===== config.mk =====
export PLATFORM = sky130hd
export DESIGN_NAME = data_mem_arbiter_flat
export DESIGN_NICKNAME = d
export VERILOG_FILES = /design/src/rtl/data_mem_arbiter_pkg.sv /design/src/rtl/data_mem_arbiter_if.sv /design/src/rtl/data_mem_arbiter_pick.sv /design/src/rtl/data_mem_arbiter.sv /design/src/flat_wrapper.sv
export SDC_FILE = /design/constraint.sdc
export NUM_CORES = 1
export LEC_CHECK = 0
export BUFFER_PORTS_ARGS = -buffer_cell sky130_fd_sc_hd__buf_4
export CAP_MARGIN = 0
export CORE_AREA = 2 2 119 121
export CTS_CLUSTER_DIAMETER = 30
export DETAILED_ROUTE_END_ITERATION = 7
export DIE_AREA = 0 0 121 123
export GPL_TIMING_DRIVEN = 0
export PLACE_DENSITY = 0.8
export REMOVE_ABC_BUFFERS = 1
export SLEW_MARGIN = 20
export SYNTH_ARGS = -nofsm -noshare
export SYNTH_HDL_FRONTEND = slang
export SYNTH_HIERARCHICAL = 1
export SYNTH_SLANG_ARGS = --single-unit

===== constraint.sdc =====
create_clock -name clk -period 2.5 [get_ports clk]
set_clock_uncertainty 0.2 [all_clocks]
set_input_delay 0.25 -clock clk [delete_from_list [all_inputs] [get_ports clk]]
set_output_delay 0.25 -clock clk [all_outputs]
set_load 0.01 [all_outputs]

===== src/rtl/data_mem_arbiter_pkg.sv =====
// Shared types for the data memory arbiter: FSM state encoding, owner id and
// requester count. Imported by the interface users, the top and the picker.
// No ports; compile this file first.
package data_mem_arb_pkg;

  localparam int NUM_REQ = 2;

  typedef enum logic [1:0] {IDLE, ISSUE, RDATA, RESP} state_t;

  // 0 = requester m0 (load/store unit), 1 = requester m1 (UART/debug loader)
  typedef logic owner_t;

endpackage


===== src/rtl/data_mem_arbiter_if.sv =====
// Bundle of the two requester ports and the data_memory port of the arbiter.
// Ports: m0_*/m1_* request/grant/read-return, mem_* memory drive, busy.
// slave = arbiter side, master = requesters plus memory (bench/system side).
interface data_mem_arbiter_if #(
  parameter int DATA_WIDTH    = 32,
  parameter int ADDRESS_WIDTH = 30
);
  logic                     m0_req;
  logic                     m0_we;
  logic [ADDRESS_WIDTH-1:0] m0_addr;
  logic [DATA_WIDTH-1:0]    m0_wdata;
  logic                     m0_gnt;
  logic                     m0_rvalid;
  logic [DATA_WIDTH-1:0]    m0_rdata;

  logic                     m1_req;
  logic                     m1_we;
  logic [ADDRESS_WIDTH-1:0] m1_addr;
  logic [DATA_WIDTH-1:0]    m1_wdata;
  logic                     m1_gnt;
  logic                     m1_rvalid;
  logic [DATA_WIDTH-1:0]    m1_rdata;

  logic                     mem_read_En;
  logic                     mem_write_En;
  logic [ADDRESS_WIDTH-1:0] mem_address;
  logic [DATA_WIDTH-1:0]    mem_data_in;
  logic [DATA_WIDTH-1:0]    mem_data_out;

  logic                     busy;

  modport slave (
    input  m0_req, m0_we, m0_addr, m0_wdata,
    output m0_gnt, m0_rvalid, m0_rdata,
    input  m1_req, m1_we, m1_addr, m1_wdata,
    output m1_gnt, m1_rvalid, m1_rdata,
    output mem_read_En, mem_write_En, mem_address, mem_data_in,
    input  mem_data_out,
    output busy
  );

  modport master (
    output m0_req, m0_we, m0_addr, m0_wdata,
    input  m0_gnt, m0_rvalid, m0_rdata,
    output m1_req, m1_we, m1_addr, m1_wdata,
    input  m1_gnt, m1_rvalid, m1_rdata,
    input  mem_read_En, mem_write_En, mem_address, mem_data_in,
    output mem_data_out,
    input  busy
  );

endinterface


===== src/rtl/data_mem_arbiter_pick.sv =====
// dm_arb_pick: combinational winner select between the two requesters.
// Ports: req[1:0] in, rr_ptr in (last winner, only with ARB_ROUND_ROBIN_EN), winner out.
// Default build: fixed priority, m0 wins a tie. ARB_ROUND_ROBIN_EN: tie goes to non-last winner.
module dm_arb_pick
  import data_mem_arb_pkg::*;
(
`ifdef ARB_ROUND_ROBIN_EN
  input  owner_t             rr_ptr,
`endif
  input  logic [NUM_REQ-1:0] req,
  output owner_t             winner
);

  always_comb begin
    winner = 1'b0;
    if (req[0] && req[1]) begin
`ifdef ARB_ROUND_ROBIN_EN
      winner = ~rr_ptr;
`else
      winner = 1'b0;
`endif
    end else if (req[1]) begin
      winner = 1'b1;
    end
  end

endmodule


===== src/rtl/data_mem_arbiter.sv =====
// data_mem_arbiter: serialises m0 (LSU) and m1 (loader) onto single-port data_memory.
// Ports: clk, rstN (async active-low), bus (slave modport: m0_*, m1_*, mem_*, busy).
// Write occupies IDLE+ISSUE; read IDLE+ISSUE+RDATA+RESP. Optional ARB_ROUND_ROBIN_EN.
module data_mem_arbiter
  import data_mem_arb_pkg::*;
#(
  parameter int DATA_WIDTH    = 32,
  parameter int ADDRESS_WIDTH = 30
) (
  input  logic               clk,
  input  logic               rstN,
  data_mem_arbiter_if.slave  bus
);

  state_t                   state, state_d;
  owner_t                   owner;
  owner_t                   winner;
  logic                     we_q;
  logic                     take;
  logic [NUM_REQ-1:0]       req;
  logic                     sel_we;
  logic [ADDRESS_WIDTH-1:0] sel_addr;
  logic [DATA_WIDTH-1:0]    sel_wdata;

  assign req = {bus.m1_req, bus.m0_req};

`ifdef ARB_ROUND_ROBIN_EN
  owner_t rr_ptr;

  dm_arb_pick u_pick (
    .rr_ptr (rr_ptr),
    .req    (req),
    .winner (winner)
  );
`else
  dm_arb_pick u_pick (
    .req    (req),
    .winner (winner)
  );
`endif

  assign sel_we    = winner ? bus.m1_we    : bus.m0_we;
  assign sel_addr  = winner ? bus.m1_addr  : bus.m0_addr;
  assign sel_wdata = winner ? bus.m1_wdata : bus.m0_wdata;

  assign bus.busy = (state != IDLE);

  always_comb begin
    state_d = state;
    take    = 1'b0;
    case (state)
      IDLE: begin
        if (|req) begin
          take    = 1'b1;
          state_d = ISSUE;
        end
      end
      ISSUE:   state_d = we_q ? IDLE : RDATA;
      RDATA:   state_d = RESP;
      RESP:    state_d = IDLE;
      default: state_d = IDLE;
    endcase
  end

  // Outputs are registered, so ISSUE-cycle values (enables, address, data,
  // grant) are loaded on the same edge that samples the request in IDLE.
  // mem_address/mem_data_in double as the latched address and write data.
  always_ff @(posedge clk or negedge rstN) begin
    if (!rstN) begin
      state            <= IDLE;
      owner            <= 1'b0;
      we_q             <= 1'b0;
      bus.m0_gnt       <= 1'b0;
      bus.m1_gnt       <= 1'b0;
      bus.m0_rvalid    <= 1'b0;
      bus.m1_rvalid    <= 1'b0;
      bus.m0_rdata     <= '0;
      bus.m1_rdata     <= '0;
      bus.mem_read_En  <= 1'b0;
      bus.mem_write_En <= 1'b0;
      bus.mem_address  <= '0;
      bus.mem_data_in  <= '0;
`ifdef ARB_ROUND_ROBIN_EN
      rr_ptr           <= 1'b0;
`endif
    end else begin
      state            <= state_d;
      bus.m0_gnt       <= 1'b0;
      bus.m1_gnt       <= 1'b0;
      bus.m0_rvalid    <= 1'b0;
      bus.m1_rvalid    <= 1'b0;
      bus.mem_read_En  <= 1'b0;
      bus.mem_write_En <= 1'b0;
      if (take) begin
        owner            <= winner;
        we_q             <= sel_we;
        bus.mem_write_En <= sel_we;
        bus.mem_read_En  <= !sel_we;
        bus.mem_address  <= sel_addr;
        bus.mem_data_in  <= sel_wdata;
        bus.m0_gnt       <= !winner;
        bus.m1_gnt       <= winner;
`ifdef ARB_ROUND_ROBIN_EN
        rr_ptr           <= winner;
`endif
      end
      // Memory output is valid during RDATA; capture it so rdata and rvalid
      // appear together in RESP.
      if (state == RDATA) begin
        if (owner) begin
          bus.m1_rdata  <= bus.mem_data_out;
          bus.m1_rvalid <= 1'b1;
        end else begin
          bus.m0_rdata  <= bus.mem_data_out;
          bus.m0_rvalid <= 1'b1;
        end
      end
    end
  end

endmodule


===== src/flat_wrapper.sv =====
// flat-port wrapper written by rule: the top's interface ports become plain ports
module data_mem_arbiter_flat import data_mem_arb_pkg::*;
#(
  parameter int DATA_WIDTH    = 32,
  parameter int ADDRESS_WIDTH = 30
)
  (clk, rstN, bus_m0_req, bus_m0_we, bus_m0_addr, bus_m0_wdata, bus_m0_gnt, bus_m0_rvalid, bus_m0_rdata, bus_m1_req, bus_m1_we, bus_m1_addr, bus_m1_wdata, bus_m1_gnt, bus_m1_rvalid, bus_m1_rdata, bus_mem_read_En, bus_mem_write_En, bus_mem_address, bus_mem_data_in, bus_mem_data_out, bus_busy);
  data_mem_arbiter_if #(.DATA_WIDTH(DATA_WIDTH), .ADDRESS_WIDTH(ADDRESS_WIDTH)) bus_i ();
  input  logic clk;
  input  logic rstN;
  input wire logic [$bits(bus_i.m0_req)-1:0] bus_m0_req;
  input wire logic [$bits(bus_i.m0_we)-1:0] bus_m0_we;
  input wire logic [$bits(bus_i.m0_addr)-1:0] bus_m0_addr;
  input wire logic [$bits(bus_i.m0_wdata)-1:0] bus_m0_wdata;
  output wire logic [$bits(bus_i.m0_gnt)-1:0] bus_m0_gnt;
  output wire logic [$bits(bus_i.m0_rvalid)-1:0] bus_m0_rvalid;
  output wire logic [$bits(bus_i.m0_rdata)-1:0] bus_m0_rdata;
  input wire logic [$bits(bus_i.m1_req)-1:0] bus_m1_req;
  input wire logic [$bits(bus_i.m1_we)-1:0] bus_m1_we;
  input wire logic [$bits(bus_i.m1_addr)-1:0] bus_m1_addr;
  input wire logic [$bits(bus_i.m1_wdata)-1:0] bus_m1_wdata;
  output wire logic [$bits(bus_i.m1_gnt)-1:0] bus_m1_gnt;
  output wire logic [$bits(bus_i.m1_rvalid)-1:0] bus_m1_rvalid;
  output wire logic [$bits(bus_i.m1_rdata)-1:0] bus_m1_rdata;
  output wire logic [$bits(bus_i.mem_read_En)-1:0] bus_mem_read_En;
  output wire logic [$bits(bus_i.mem_write_En)-1:0] bus_mem_write_En;
  output wire logic [$bits(bus_i.mem_address)-1:0] bus_mem_address;
  output wire logic [$bits(bus_i.mem_data_in)-1:0] bus_mem_data_in;
  input wire logic [$bits(bus_i.mem_data_out)-1:0] bus_mem_data_out;
  output wire logic [$bits(bus_i.busy)-1:0] bus_busy;
  assign bus_i.m0_req = bus_m0_req;
  assign bus_i.m0_we = bus_m0_we;
  assign bus_i.m0_addr = bus_m0_addr;
  assign bus_i.m0_wdata = bus_m0_wdata;
  assign bus_m0_gnt = bus_i.m0_gnt;
  assign bus_m0_rvalid = bus_i.m0_rvalid;
  assign bus_m0_rdata = bus_i.m0_rdata;
  assign bus_i.m1_req = bus_m1_req;
  assign bus_i.m1_we = bus_m1_we;
  assign bus_i.m1_addr = bus_m1_addr;
  assign bus_i.m1_wdata = bus_m1_wdata;
  assign bus_m1_gnt = bus_i.m1_gnt;
  assign bus_m1_rvalid = bus_i.m1_rvalid;
  assign bus_m1_rdata = bus_i.m1_rdata;
  assign bus_mem_read_En = bus_i.mem_read_En;
  assign bus_mem_write_En = bus_i.mem_write_En;
  assign bus_mem_address = bus_i.mem_address;
  assign bus_mem_data_in = bus_i.mem_data_in;
  assign bus_i.mem_data_out = bus_mem_data_out;
  assign bus_busy = bus_i.busy;
  data_mem_arbiter #(.DATA_WIDTH(DATA_WIDTH), .ADDRESS_WIDTH(ADDRESS_WIDTH)) u_core (.clk(clk), .rstN(rstN), .bus(bus_i));
endmodule

### Word level (Yosys, flattened, before mapping)

Index checks and enable logic that the tools add are counted.

* input bits: 162
* output and inout port bits: 133
* logic and storage cells: 44
* register bits after elaboration: 136

* reduce and logical (&&, ||, !) cells: 8
* muxes and demuxes: 18
* bitwise gates (word level): 1
* equal/unequal tests: 4

Operators with widths (number)
* $mux W32: 1
* $mux W30: 1
* $mux W1: 13
* $pmux W2 S4: 1
* $eq A2 B2 Y1 const B: 2
* $mux W2: 2
* $reduce_and A2 Y1: 2
* $eq A2 B1 Y1 const B: 1
* $logic_not A1 Y1: 2
* $logic_not A2 Y1: 1
* $ne A2 B1 Y1 const B: 1
* $reduce_bool A2 Y1: 1
* $reduce_or A2 Y1: 1
* $logic_and A1 B1 Y1: 1
* $not A1 Y1: 1

### Longest topological paths before layout

Gate-level depths: netlist of the first run.

* depth in word-level cells: 5
* depth in mapped cells: 5
* depth with buffers taken out: 3

### Modules after synthesis

The synthesis of the first run kept the hierarchy.

By module, submodules not included
* data_mem_arbiter: cells each 365, sequential area each 3403.3 um^2, times used 1, area each 5939.4 um^2
* dm_arb_pick: cells each 1, sequential area each 0.0 um^2, times used 1, area each 13.8 um^2

### Worst setup path after synthesis of the first run

Ideal clock, no wire load.

* path kind: in2reg
* start point: in bus_m1_req
* end point: reg u_core.bus.mem_data_in[14]
* data arrival time: 1337 ps
* path buffers: 1
* setup time: 125 ps
* required time: 2175 ps
* path slack: 837 ps
* stages: 4
* cells stage by stage: nor2b_4 buf_1 mux2_2 mux2_4

* word-level cells in the longest chain between the ends: 3
* elaborated cells between the ends (all ways): 7
* those cells by class: mux: 5; reduce/logical: 2

RTL lines
* from (decl): RTL line flat_wrapper.sv:18 `input wire logic [$bits(bus_i.m1_req)-1:0] bus_m1_req;`
* $mux W1, or another cell as far along: RTL line data_mem_arbiter_pick.sv:22 `end else if (req[1]) begin`
* $mux W1, on equally long branches: RTL line data_mem_arbiter_pick.sv:16, data_mem_arbiter.sv:53
* $mux W32 or $mux W1 (tied branches): RTL line data_mem_arbiter.sv:44, data_mem_arbiter.sv:51
* to (signal assigned): RTL line data_mem_arbiter.sv:100 `bus.mem_data_in <= sel_wdata;`
* to (decl): RTL line data_mem_arbiter_if.sv:37 `output mem_read_En, mem_write_En, mem_address, mem_data_in,`

Several ways; a longest one is shown, not always the timed one.
A chain may end at the register's enable or synchronous reset.

### Worst setup path in the final report of the first run

* start point: in bus_m1_req
* end point: reg u_core.bus.mem_address[6]

* word-level cells in the longest chain between the ends: 3
* elaborated cells between the ends (all ways): 7
* those cells by class: mux: 5; reduce/logical: 2

RTL lines
* $mux W1 or $logic_and A1 B1 Y1 (tied branches): RTL line data_mem_arbiter_pick.sv:22, data_mem_arbiter_pick.sv:16
* $mux W1 (*): RTL line data_mem_arbiter_pick.sv:16 `if (req[0] && req[1]) begin`
* net u_core.winner: RTL line data_mem_arbiter.sv:17 `owner_t winner;`
* $mux W30 (*): RTL line data_mem_arbiter.sv:43 `assign sel_addr = winner ? bus.m1_addr : bus.m0_addr;`
* to (signal assigned): RTL line data_mem_arbiter.sv:99 `bus.mem_address <= sel_addr;`
* to (decl): RTL line data_mem_arbiter_if.sv:37

The timed path passes the listed nets; every way through them passes the cells marked *.

==> PnR_summary.wiki, run 1 <==
{| class="wikitable"
! Metric !! Value
|-
| Post-layout min period || 2.35 ns
|-
| Final clock period utilization by the worst path || 0.941
|-
| Wire length of the first global-routing pass || around 27 mm
|-
| Clock network power share || 0.228
|-
| Most area-consuming cells after synthesis || dfrtp_1, mux2_2, mux2_4, buf_6, buf_2
|-
| Number of standard cells after synthesis || roughly 370
|-
| Clock transition at the register clock pins on the worst setup and hold paths after CTS || ~0.06 ns
|-
| CP max-delay cell || dlygate4sd3_1
|-
| Syn-to-layout area delta || 67.1%
|-
| Cells traversed along the worst timing path || dlygate4sd3_1 > buf_4 > nor2b_4 > buf_12 > mux2_2 > dlygate4sd3_1 > mux2_4
|-
| WL per Instance || roughly 19 um
|-
| Dominant combinational cell family by area after synthesis || multiplexers
|-
| Fin Hold WS || ~0.017 ns
|-
| Fin Setup TNS || 0 ns
|-
| Total GRT Usage || 0.239
|-
| Type of destination of the critical path || flip-flop
|-
| RSZ-0062 raised after global routing || false
|-
| Library cells used by synthesis || 19
|-
| Maximum number of pins on one net before global-route repair || 70
|-
| Insertion delay of the later-clocked pin in the worst-skew pair || 0.40 ns
|-
| Fraction of final layout cells sized beyond drive strength 1 || 0.684
|-
| DIE HEIGHT || approximately 120 um
|-
| Most common cell type on the critical path || dlygate4sd3_1
|-
| Seq pwr share || 0.340
|-
| Worst-Margin Slew || roughly 0.6 ns
|-
| Core region area || about 14000 um^2
|-
| Detailed Place HPWL || 11.5 mm
|-
| CP Max Fanout || 7
|-
| Leak pwr || 4.73 nW
|-
| Area of all placed cells without fillers || between 9000 and 10000 um^2
|-
| Number of inserted filler cells in the final layout || around 840
|-
| Register area share after synthesis || 0.572
|-
| Number of DRC violations after detailed routing || 0
|-
| Start point of the worst min-delay path || bus_m1_addr[28]
|-
| Number of buffers created by CTS || 17
|-
| Critical Path Start Type || primary input
|-
| Initial standard-cell utilization of the core || 0.437
|-
| Max-slew violation count || 0
|-
| Number of buffers inserted by port buffering || 294
|-
| Detailed-route via count || between 4000 and 5000
|-
| Number of top-level design ports || just under 300
|-
| Area share of the largest cell type after synthesis || 0.572
|-
| Final estimated routing congestion in global placement || approximately 0.80
|-
| Site row count || 43
|-
| Timing startpoint of the critical path || bus_m1_req
|-
| Share of power burned in combinational logic || 0.432
|-
| P_int || roughly 8.1 mW
|-
| CTS tree || built
|-
| Sequential Area || roughly 3400 um^2
|-
| Grt ovf || 0
|-
| Maximum ir drop on the vdd rail || 0.000643 V
|-
| Post-Syn Area per Cell || around 16 um^2
|-
| Net Sw Power || about 3.6 mW
|-
| Reg2reg start || u_core/state[0]
|-
| Outcome || finished clean
|-
| Proportion of synthesized area in mux cells || 0.386
|-
| CP Class || in -> reg
|-
| Final net count || between 900 and 1000
|-
| Critical Path AT || around 2.4 ns
|-
| Area of the multi-input gates || roughly 2400 um^2
|-
| Yosys warning count || 6
|-
| Total of endpoints with negative setup slack in the final report || 0
|-
| Remaining antenna violation count || 0
|-
| Post-Synth Simple-Gate Area || 0.0130
|-
| Post-synthesis adder-cell area fraction || 0
|-
| Initial detailed-routing violation count || approximately 110
|-
| Antenna violations before repair || 0
|-
| Most area-hungry cell type in the Yosys netlist || dfrtp_1
|-
| X dimension of the die || 121 um
|-
| Final Util || 0.731
|-
| Final WL || 18.3 mm
|-
| Placed inst area || ~8400 um^2
|-
| Count of H-tree levels built during CTS || 4
|-
| Number of vias per cell || slightly below 5
|-
| Clk root buf || clkbuf_16
|-
| Max incr delay on CP || between 0.5 and 0.6 ns
|-
| Switching power as a share of total power || 0.307
|-
| CTS sink cnt || roughly 140
|-
| Required time at the endpoint of the critical path || 2.59 ns
|-
| Die Footprint || 14900 um^2
|-
| Diode count || 0
|-
| Number of hold violations in the final report || 0
|-
| Hold/Removal Path Class || in -> reg
|-
| Pre-antenna DRT Iters || 4
|-
| Max-cap viol count || 0
|-
| Deepest clock path buffer count || 2
|-
| Fmax || 0.425 GHz
|-
| Xor-xnor portion of the synthesized cell area || 0
|-
| Power per cell area || approximately 1200 nW/um^2
|-
| Compound-cell area share of the yosys netlist || 0.00210
|-
| Cell area after synthesis || 5950 um^2
|-
| Number of storage elements in the synthesis netlist || between 100 and 150
|-
| Remaining max-slew budget at the tightest pin || 0.606
|-
| Number of global-route vias before repair || 5215
|}
==> state kept, by name, indices dropped and copies added (netlist names), named ones only <==
register and flops:
u_core/bus.m1_gnt 1, u_core/state 1, u_core/owner 1, u_core/bus.m0_rdata 32, u_core/bus.m1_rvalid 1, u_core/we_q 1
u_core/bus.m0_rvalid 1, u_core/bus.mem_data_in 32, u_core/bus.m1_rdata 32, u_core/bus.m0_gnt 1, u_core/bus.mem_write_En 1, u_core/bus.mem_address 30
u_core/bus.mem_read_En 1
==> critical path, delay by kind of cell <==
| kind | cells | cell delay [ns] |
|---|---|---|
| buffers and inverters | 4 | 1.37 |
| multiplexers | 2 | 0.59 |
| AND/OR/NAND/NOR | 1 | 0.23 |
==> per-stage QoR <==
| step | power (mW) | setup slack, ns | std cells |
|---|---|---|---|
| after floorplan | 6.37 | -0.848 | 346 |
| after global placement | 8.70 | -1.45 | 820 |
| after detailed placement | 8.86 | 0.281 | 827 |
| after CTS | 11.7 | 0.0792 | 942 |
| after global routing | 12.3 | 0.119 | 948 |
| final | 11.7 | 0.147 | 948 |
==> final timing paths <==
kind                                                   end  slack [ns]  depth (start not counted)
worst max-delay path             u_core/bus.mem_address[6]        0.15                          7
worst min-delay path            u_core/bus.mem_address[28]        0.02                          3
worst min register to register             u_core/state[0]        0.30                          1
worst max register to register   u_core/bus.mem_data_in[2]        0.25                          4
max in group asynchronous          u_core/bus.m1_rdata[16]        1.16                          3
min in group asynchronous       u_core/bus.mem_data_in[27]        0.23                          2
==> power by group through the flow <==
stage | logic (mW) | registers [mW] | clock network [mW]
after floorplan | 1.98 | 4.39 | 0
after detailed placement | 4.90 | 3.96 | 0
after CTS | 5.03 | 3.95 | 2.72
after global placement | 4.83 | 3.88 | 0
after global routing | 5.32 | 4.11 | 2.85
final | 5.06 | 3.98 | 2.67
==> layer usage <==
metal	vias up	GRT usage	wire length (um)
li1	2092	-	-
met1	2281	0.247	6490
met2	215	0.430	9710
met3	62	0.0673	1200
met4	0	0.142	940
met5	-	0	0
==> area by class of cell <==
class                      instances  area share
timing repair buffer             392       0.329
clock inverter                    12      0.0203
tap                              180      0.0226
multi-input combinational        207       0.241
clock buffer                      18      0.0431
inverter                           3     0.00113
sequential                       136       0.342
==> placed cells by master (no fill, tap or decap), drive strengths merged <==
cell	n
nor2b	1
clkinv	4
nand2	2
dfrtp	136
mux2	189
bufinv	5
o21ai	1
dlygate4sd3	88
o21a	1
nand2b	1
clkbuf	18
nor2	6
nand3b	1
and2	2
mux2i	2
inv	4
clkinvlp	2
nor3	1
buf	304
==> Yosys cell counts <==
master,instances
dfrtp_1,136
mux2_2,149
and2_1,2
nor2_1,5
nand2_1,2
o21a_1,1
nand2b_1,1
nor2_2,1
nand3b_1,1
mux2_4,40
o21ai_0,1
nor3_1,1
buf_6,7
mux2i_1,2
inv_1,3
buf_2,9
buf_4,3
buf_1,1
nor2b_4,1
==> cell families (layout without fill, tap and decap cells) <==
group / Yosys count / after routing
DFF: 136 / 136
muxes: 191 / 191
buffers and inverters: 23 / 425
AOI/OAI and AO/OA: 2 / 2
and+or+nand+nor: 14 / 14
==> timing repair <==
action	4_1_cts	5_1_grt
setup endpoints to repair	0	1
resized for setup	0	0
buffers inserted	0	3
endpoints found under the hold margin	161	3
hold buffers	85	3
No activity file was read; power rests on OpenSTA's default activity.
==> run 2: changes to the inputs <==
==> constraint.sdc (replaced) <==
create_clock -name clk -period 2.27 [get_ports clk]
set_clock_uncertainty 0.2 [all_clocks]
set_input_delay 0.227 -clock clk [delete_from_list [all_inputs] [get_ports clk]]
set_output_delay 0.227 -clock clk [all_outputs]
set_load 0.01 [all_outputs]
==> run 2 against run 1 <==
- flip-flop and latch count unchanged
- routed wire length increased by 14%
- count of clock-buffer cells in the layout unchanged
- via count increased by 7.6%
- clock power increased by 12%
- critical path depth unchanged
- combinational power increased by 15%
- cell count increased by 6.8%
- final area increased by 6.3%
- largest cell class is now buffers
- largest power group unchanged
- highest routed layer unchanged
==> PnR_summary.wiki, run 2 (synthesized netlist as in run 1, its figures left out) <==
{| class="wikitable"
! Metric !! Value
|-
| Outcome || finished clean
|-
| Total of endpoints with negative setup slack in the final report || 0 (unchanged)
|-
| Initial detailed-routing violation count || 150 (+34%)
|-
| Grt ovf || 0 (unchanged)
|-
| Setup slack on the worst flop-to-flop path || 0.15 ns (-0.10 ns)
|-
| Remaining max-slew budget at the tightest pin || 0.610 (+0.00413)
|-
| Placed inst area || 8400 um^2 (unchanged)
|-
| Number of hold violations in the final report || 0 (unchanged)
|-
| Insertion delay of the later-clocked pin in the worst-skew pair || 0.40 ns (about the same)
|-
| Area of all placed cells without fillers || 10600 um^2 (+6.3%)
|-
| Antenna violations before repair || 1 (+1)
|-
| Clk root buf || clkbuf_16
|-
| Deepest clock path buffer count || 2 (unchanged)
|-
| Final estimated routing congestion in global placement || 0.803 (unchanged)
|-
| Clock transition at the register clock pins on the worst setup and hold paths after CTS || 0.06 ns (about the same)
|-
| Hold/Removal Path Class || in -> reg
|-
| CTS sink cnt || 136 (unchanged)
|-
| Cells traversed along the worst timing path || buf_4 > nor2b_4 > buf_16 > buf_12 > mux2_2 > dlygate4sd3_1 > mux2_4
|-
| CP Max Fanout || 33 (+26)
|-
| Type of destination of the critical path || flip-flop
|-
| CP max-delay cell || dlygate4sd3_1
|-
| WL per Instance || 20.6 um (+6.8%)
|-
| X dimension of the die || 121 um (unchanged)
|-
| Reg2reg start || u_core/state[0]
|-
| Sink of the worst hold path || u_core/bus.mem_data_in[31]
|-
| Number of DRC violations after detailed routing || 0 (unchanged)
|-
| Fraction of final layout cells sized beyond drive strength 1 || 0.631 (-0.0530)
|-
| Max-cap viol count || 0 (unchanged)
|-
| Number of inserted filler cells in the final layout || 753 (-11%)
|-
| Core region area || 13600 um^2 (unchanged)
|-
| Final clock period utilization by the worst path || 0.943
|-
| Wire length of the first global-routing pass || 30.7 mm (+15%)
|-
| Number of buffers inserted by port buffering || 294 (unchanged)
|-
| CP Class || in -> reg
|-
| Number of buffers created by CTS || 17 (unchanged)
|-
| Required time at the endpoint of the critical path || 2.35 ns (-0.24 ns)
|-
| R2r endpoint || u_core/bus.mem_address[23]
|-
| Number of cells traversed by the worst register-to-register path || 4 (unchanged)
|-
| Die Footprint || 14900 um^2 (unchanged)
|-
| Worst setup slack before clock tree synthesis || 0.0507 ns (-0.230 ns)
|-
| Number of top-level design ports || 295 (unchanged)
|-
| Depth of the worst hold-timing path || 3 (unchanged)
|-
| Detailed-route via count || 5004 (+7.6%)
|-
| Sequential Area || 3400 um^2 (unchanged)
|-
| Maximum ir drop on the vdd rail || 0.000709 V (+10%)
|-
| Leak pwr || 4.99 nW (+5.4%)
|-
| Most frequent cells in the layout || buf_4, dlygate4sd3_1, mux2_2
|-
| Critical Path Start Type || primary input
|-
| Area of the multi-input gates || 2410 um^2 (+0.36%)
|-
| Registers with the most flip-flops || u_core/bus.m0_rdata x32, u_core/bus.m1_rdata x32, u_core/bus.mem_data_in x32
|-
| Start point of the worst min-delay path || bus_m1_wdata[31]
|-
| Number of global-route vias before repair || 5831 (+12%)
|-
| Count of H-tree levels built during CTS || 4 (unchanged)
|-
| Pre-antenna DRT Iters || 4 (unchanged)
|-
| Syn-to-layout area delta || 77.6%
|-
| RSZ-0062 raised after global routing || false
|-
| Total GRT Usage || 0.278 (+0.0396)
|-
| Final net count || 982 (+6.9%)
|-
| Power per cell area || 1250 nW/um^2 (+6.1%)
|-
| Kind of cell adding the most delay to the critical path || buffers and inverters
|-
| Max incr delay on CP || 0.59 ns (+0.04 ns)
|-
| Remaining antenna violation count || 0 (unchanged)
|-
| Worst-Margin Slew || 0.584 ns (-0.00795 ns)
|-
| CTS tree || built
|-
| Critical path buffers and inverters || 4 (unchanged)
|-
| DIE HEIGHT || 123 um (unchanged)
|-
| Critical Path AT || 2.22 ns (-0.22 ns)
|-
| Most common cell after layout, fill and taps aside || buf_4
|-
| Final WL || 20.9 mm (+14%)
|-
| Detailed Place HPWL || 11.5 mm (unchanged)
|-
| Site row count || 43 (unchanged)
|-
| Post-layout min period || roughly 2.1 ns
|-
| Fmax || 0.467 GHz
|-
| Max-slew violation count || 0 (unchanged)
|-
| PnR worst setup slack || 0.130 ns (-0.0169 ns)
|-
| Maximum number of pins on one net before global-route repair || 70 (unchanged)
|-
| Number of vias per cell || 4.94 (+0.81%)
|-
| Initial standard-cell utilization of the core || 0.437 (unchanged)
|}
## run 2: cell count changes in the layout (fill, tap and decap cells not counted)
cell / previous run / this run
diode_2: 0 / 1
buf_12: 3 / 2
buf_4: 295 / 294
o21a_2: 0 / 1
dlygate4sd3_1: 88 / 152
## run 2: repair_timing
action                                  CTS  global route
gates resized for setup                   0             0
hold buffers                            148             4
hold endpoints to repair                193             3
endpoints found under the setup margin    0            40
buffers inserted                          0             1
## run 2: worst max path at each step
stage | from | endpoint | slack (ns) | cells after the start
detailed placement | u_core/state[0] | u_core/bus.mem_address[26] | 0.05 | 4
finish | bus_m1_req | u_core/bus.mem_data_in[27] | 0.13 | 7
global placement | u_core/state[0] | u_core/bus.mem_data_in[8] | -1.68 | 3
global route | u_core/state[0] | u_core/bus.mem_address[26] | 0.06 | 4
CTS | bus_m1_req | u_core/bus.mem_address[14] | 0.008 | 7
floorplan | u_core/state[0] | u_core/bus.mem_address[22] | -1.08 | 3
## run 2: where the power goes
group / internal (mW) / switching, mW
combinational: 3.45 / 2.35
clock: 1.94 / 1.04
sequential: 3.66 / 0.768
## run 2: worst reg2reg max path: cells and delay by family (launching register included)
kind	cells	cell delay [ns]
mux	1	0.41
buf+inv	1	0.30
simple gates	1	0.30
flops	1	0.41
compound gates	1	0.39
## run 2: layout make-up
class | count | share of cell area
sequential | 136 | 0.322
clock buffer | 18 | 0.0406
timing repair buffer | 454 | 0.368
tap | 180 | 0.0213
inverter | 3 | 0.00107
antenna | 1 | 0.000237
multi-input combinational | 208 | 0.228
clock inverter | 12 | 0.0191
## run 2: per-stage QoR
| step | power, mW | utilization | instances | hold slack (ns) | TNS [ns] |
|---|---|---|---|---|---|
| detailed placement | 9.76 | 0.617 | 827 | 0.00495 | 0 |
| floorplan | 7.02 | - | 346 | -0.269 | -65.23 |
| CTS | 13.0 | 0.772 | 1005 | 0.000568 | 0 |
| global route | 13.8 | 0.777 | 1012 | 0.00707 | 0 |
| global placement | 9.59 | 0.605 | 820 | 0.267 | -130.26 |
| finish | 13.2 | 0.777 | 1012 | 0.0317 | 0 |
## run 2: layer usage
| layer | vias to the layer above | global-route usage | wire (um) |
|---|---|---|---|
| li1 | 2219 | - | - |
| met1 | 2466 | 0.266 | 7060 |
| met2 | 229 | 0.513 | 11300 |
| met3 | 90 | 0.0798 | 1310 |
| met4 | 0 | 0.194 | 1260 |
| met5 | - | 0 | 0 |
==> run 3: changes to the inputs <==
==> constraint.sdc (replaced) <==
create_clock -name clk -period 2.7 [get_ports clk]
set_clock_uncertainty 0.2 [all_clocks]
set_input_delay 0.27 -clock clk [delete_from_list [all_inputs] [get_ports clk]]
set_output_delay 0.27 -clock clk [all_outputs]
set_load 0.01 [all_outputs]
==> run 3 against run 2 <==
- die area is the same
- global-route usage decreased by 6.0 points
- via count shrank 14%
- final area shrank 11%
- sequential power fell by 17%
- non-clock buffer count decreased by 117
- register-to-register slack improved by 0.30 ns
- power fell by 19%
- routed wire length fell by 23%
- first-iteration DRC count shrank 11%
- utilization fell by 8.7 points
- hold slack got worse by 0.023 ns
- largest cell class is now flip-flops and latches
==> PnR_summary.wiki, run 3 (synthesized netlist as in run 1, its figures left out) <==
{| class="wikitable"
! Metric !! Value
|-
| Syn-to-layout area delta || 57.8%
|-
| Deepest clock path buffer count || 2 (unchanged)
|-
| Remaining max-slew budget at the tightest pin || 0.605 (-0.00489)
|-
| CTS hold repair buffers || 36 (-76%)
|-
| Total of endpoints with negative setup slack in the final report || 0 (unchanged)
|-
| Die Footprint || 14900 um^2 (unchanged)
|-
| Resize count post-CTS || 0 (unchanged)
|-
| Sink of the worst hold path || u_core/bus.mem_write_En
|-
| Fin Setup TNS || 0 ns (unchanged)
|-
| Final clock period utilization by the worst path || 0.878
|-
| Required time at the endpoint of the critical path || 2.79 ns (+0.44 ns)
|-
| Critical Path AT || 2.46 ns (+0.24 ns)
|-
| Insertion delay of the later-clocked pin in the worst-skew pair || 0.40 ns (about the same)
|-
| Start point of the worst min-delay path || bus_m1_we
|-
| Fin Hold WS || 0.00874 ns (-0.0229 ns)
|-
| Share of power burned in combinational logic || 0.427 (-0.012)
|-
| R2r endpoint || u_core/bus.mem_data_in[2]
|-
| Pre-antenna DRT Iters || 4 (unchanged)
|-
| Number of DRC violations after detailed routing || 0 (unchanged)
|-
| Number of buffers inserted by port buffering || 294 (unchanged)
|-
| CP Max Fanout || 33 (unchanged)
|-
| P_int || 7.46 mW (-18%)
|-
| CP max-delay cell || dlygate4sd3_1
|-
| CP Class || in -> reg
|-
| Number of global-route vias before repair || 4853 (-17%)
|-
| Switching power as a share of total power || 0.303 (-0.0116)
|-
| Max-cap viol count || 0 (unchanged)
|-
| Maximum number of pins on one net before global-route repair || 70 (unchanged)
|-
| Initial detailed-routing violation count || 134 (-11%)
|-
| Depth of the worst hold-timing path || 3 (unchanged)
|-
| Detailed Place HPWL || 11.5 mm (unchanged)
|-
| Type of destination of the critical path || flip-flop
|-
| X dimension of the die || 121 um (unchanged)
|-
| Fraction of final layout cells sized beyond drive strength 1 || 0.732 (+0.102)
|-
| Most common cell after layout, fill and taps aside || buf_4
|-
| Critical path buffers and inverters || 4 (unchanged)
|-
| Outcome || finished clean
|-
| Initial standard-cell utilization of the core || 0.437 (unchanged)
|-
| WL per Instance || 18.1 um (-13%)
|-
| Final Util || 0.690 (-0.0867)
|-
| Cells traversed along the worst timing path || dlygate4sd3_1 > buf_4 > nor2b_4 > buf_16 > buf_12 > mux2_2 > mux2_4
|-
| Post-layout min period || about 2.4 ns
|-
| Wire length of the first global-routing pass || 24.7 mm (-20%)
|-
| Clock transition at the register clock pins on the worst setup and hold paths after CTS || 0.06 ns (about the same)
|-
| CTS tree || built
|-
| Maximum ir drop on the vdd rail || 0.000614 V (-13%)
|-
| Grt ovf || 0 (unchanged)
|-
| Power per cell area || 1140 nW/um^2 (-8.8%)
|-
| Reg2reg start || u_core/state[0]
|-
| Final WL || 16.1 mm (-23%)
|-
| Final Total Pwr || 10.7 mW (-19%)
|-
| Number of vias per cell || 4.84 (-2.1%)
|-
| Total GRT Usage || 0.219 (-0.0597)
|-
| Final net count || 864 (-12%)
|-
| Number of inserted filler cells in the final layout || 950 (+26%)
|-
| Clock network power share || 0.231 (+0.006)
|-
| Setup slack on the worst flop-to-flop path || 0.45 ns (+0.30 ns)
|-
| Max-slew violation count || 0 (unchanged)
|-
| Kind of cell adding the most delay to the critical path || buffers and inverters
|-
| Final estimated routing congestion in global placement || 0.803 (unchanged)
|-
| Worst-Margin Slew || 0.591 ns (+0.00769 ns)
|-
| Detailed-route via count || 4323 (-14%)
|-
| Max incr delay on CP || 0.54 ns (-0.05 ns)
|-
| Registers with the most flip-flops || u_core/bus.m0_rdata x32, u_core/bus.m1_rdata x32, u_core/bus.mem_data_in x32
|-
| Number of hold violations in the final report || 0 (unchanged)
|-
| Clk root buf || clkbuf_16
|-
| Diode count || 0 (-1)
|-
| Antenna violations before repair || 0 (-1)
|-
| Remaining antenna violation count || 0 (unchanged)
|-
| Critical Path Start Type || primary input
|-
| Number of cells traversed by the worst register-to-register path || 4 (unchanged)
|-
| Leak pwr || 4.49 nW (-9.9%)
|-
| CTS sink cnt || 136 (unchanged)
|-
| Number of setup buffers added after CTS || 0 (unchanged)
|-
| Site row count || 43 (unchanged)
|-
| Core region area || 13600 um^2 (unchanged)
|-
| Fmax || about 0.42 GHz
|-
| Most frequent cells in the layout || buf_4, mux2_2, dfrtp_1
|-
| DIE HEIGHT || 123 um (unchanged)
|-
| Number of top-level design ports || 295 (unchanged)
|-
| Number of buffers created by CTS || 17 (unchanged)
|-
| Hold/Removal Path Class || in -> reg
|-
| RSZ-0062 raised after global routing || false
|-
| Net Sw Power || 3.24 mW (-22%)
|-
| Count of H-tree levels built during CTS || 4 (unchanged)
|-
| Seq pwr share || 0.342 (+0.007)
|}
-- run 3: changes by cell type in the layout (fill, tap and decap cells not counted), sizes merged --
cell         previous run  this run
o21a                    2         1
buf                   302       301
diode                   1         0
dlygate4sd3           152        36
-- run 3: power by group through the flow --
stage | registers, mW | logic [mW] | clock network (mW)
3_5_place_dp | 3.67 | 4.53 | 0
5_1_grt | 3.79 | 4.83 | 2.64
3_3_place_gp | 3.59 | 4.47 | 0
6_report | 3.66 | 4.57 | 2.47
2_1_floorplan | 4.06 | 1.83 | 0
4_1_cts | 3.65 | 4.59 | 2.52
-- run 3: tightest hold or removal path, cell delays in order --
cell     delay (ns)
buf_4          0.08
mux2i_1        0.10
nor2_1         0.12
-- run 3: worst max path at each step --
| stage | start | endpoint | slack (ns) | cells after the start |
|---|---|---|---|---|
| final | bus_m1_req | u_core/bus.mem_address[18] | 0.33 | 7 |
| after global routing | bus_m1_req | u_core/bus.mem_address[18] | 0.28 | 7 |
| after CTS | bus_m1_req | u_core/bus.mem_address[18] | 0.36 | 7 |
| after detailed placement | u_core/state[0] | u_core/bus.mem_address[26] | 0.48 | 4 |
| after global placement | u_core/state[0] | u_core/bus.mem_data_in[8] | -1.25 | 3 |
| after floorplan | u_core/state[0] | u_core/bus.mem_address[22] | -0.65 | 3 |
-- run 3: metrics by stage --
step / instance area, um^2 / cells / setup WS, ns
after floorplan: 5800 / 346 / -0.648
after global placement: 8240 / 820 / -1.25
after detailed placement: 8400 / 827 / 0.481
after CTS: 9390 / 893 / 0.359
after global routing: 9390 / 893 / 0.285
final: 9390 / 893 / 0.329
-- run 3: layer usage --
| layer | wire [um] | track usage | up-vias |
|---|---|---|---|
| li1 | - | - | 1982 |
| met1 | 5850 | 0.230 | 2132 |
| met2 | 8710 | 0.405 | 174 |
| met3 | 1140 | 0.0646 | 35 |
| met4 | 433 | 0.0945 | 0 |
| met5 | 0 | 0 | - |
-- run 3: layout make-up --
class                           instances  area, um^2  area share
Clock buffer                           18         429      0.0457
Clock inverter                         12         201      0.0214
Inverter                                3        11.3     0.00120
Multi-Input combinational cell        207        2400       0.256
Sequential cell                       136        3400       0.362
Tap cell                              180         225      0.0240
Timing Repair Buffer                  337        2720       0.290
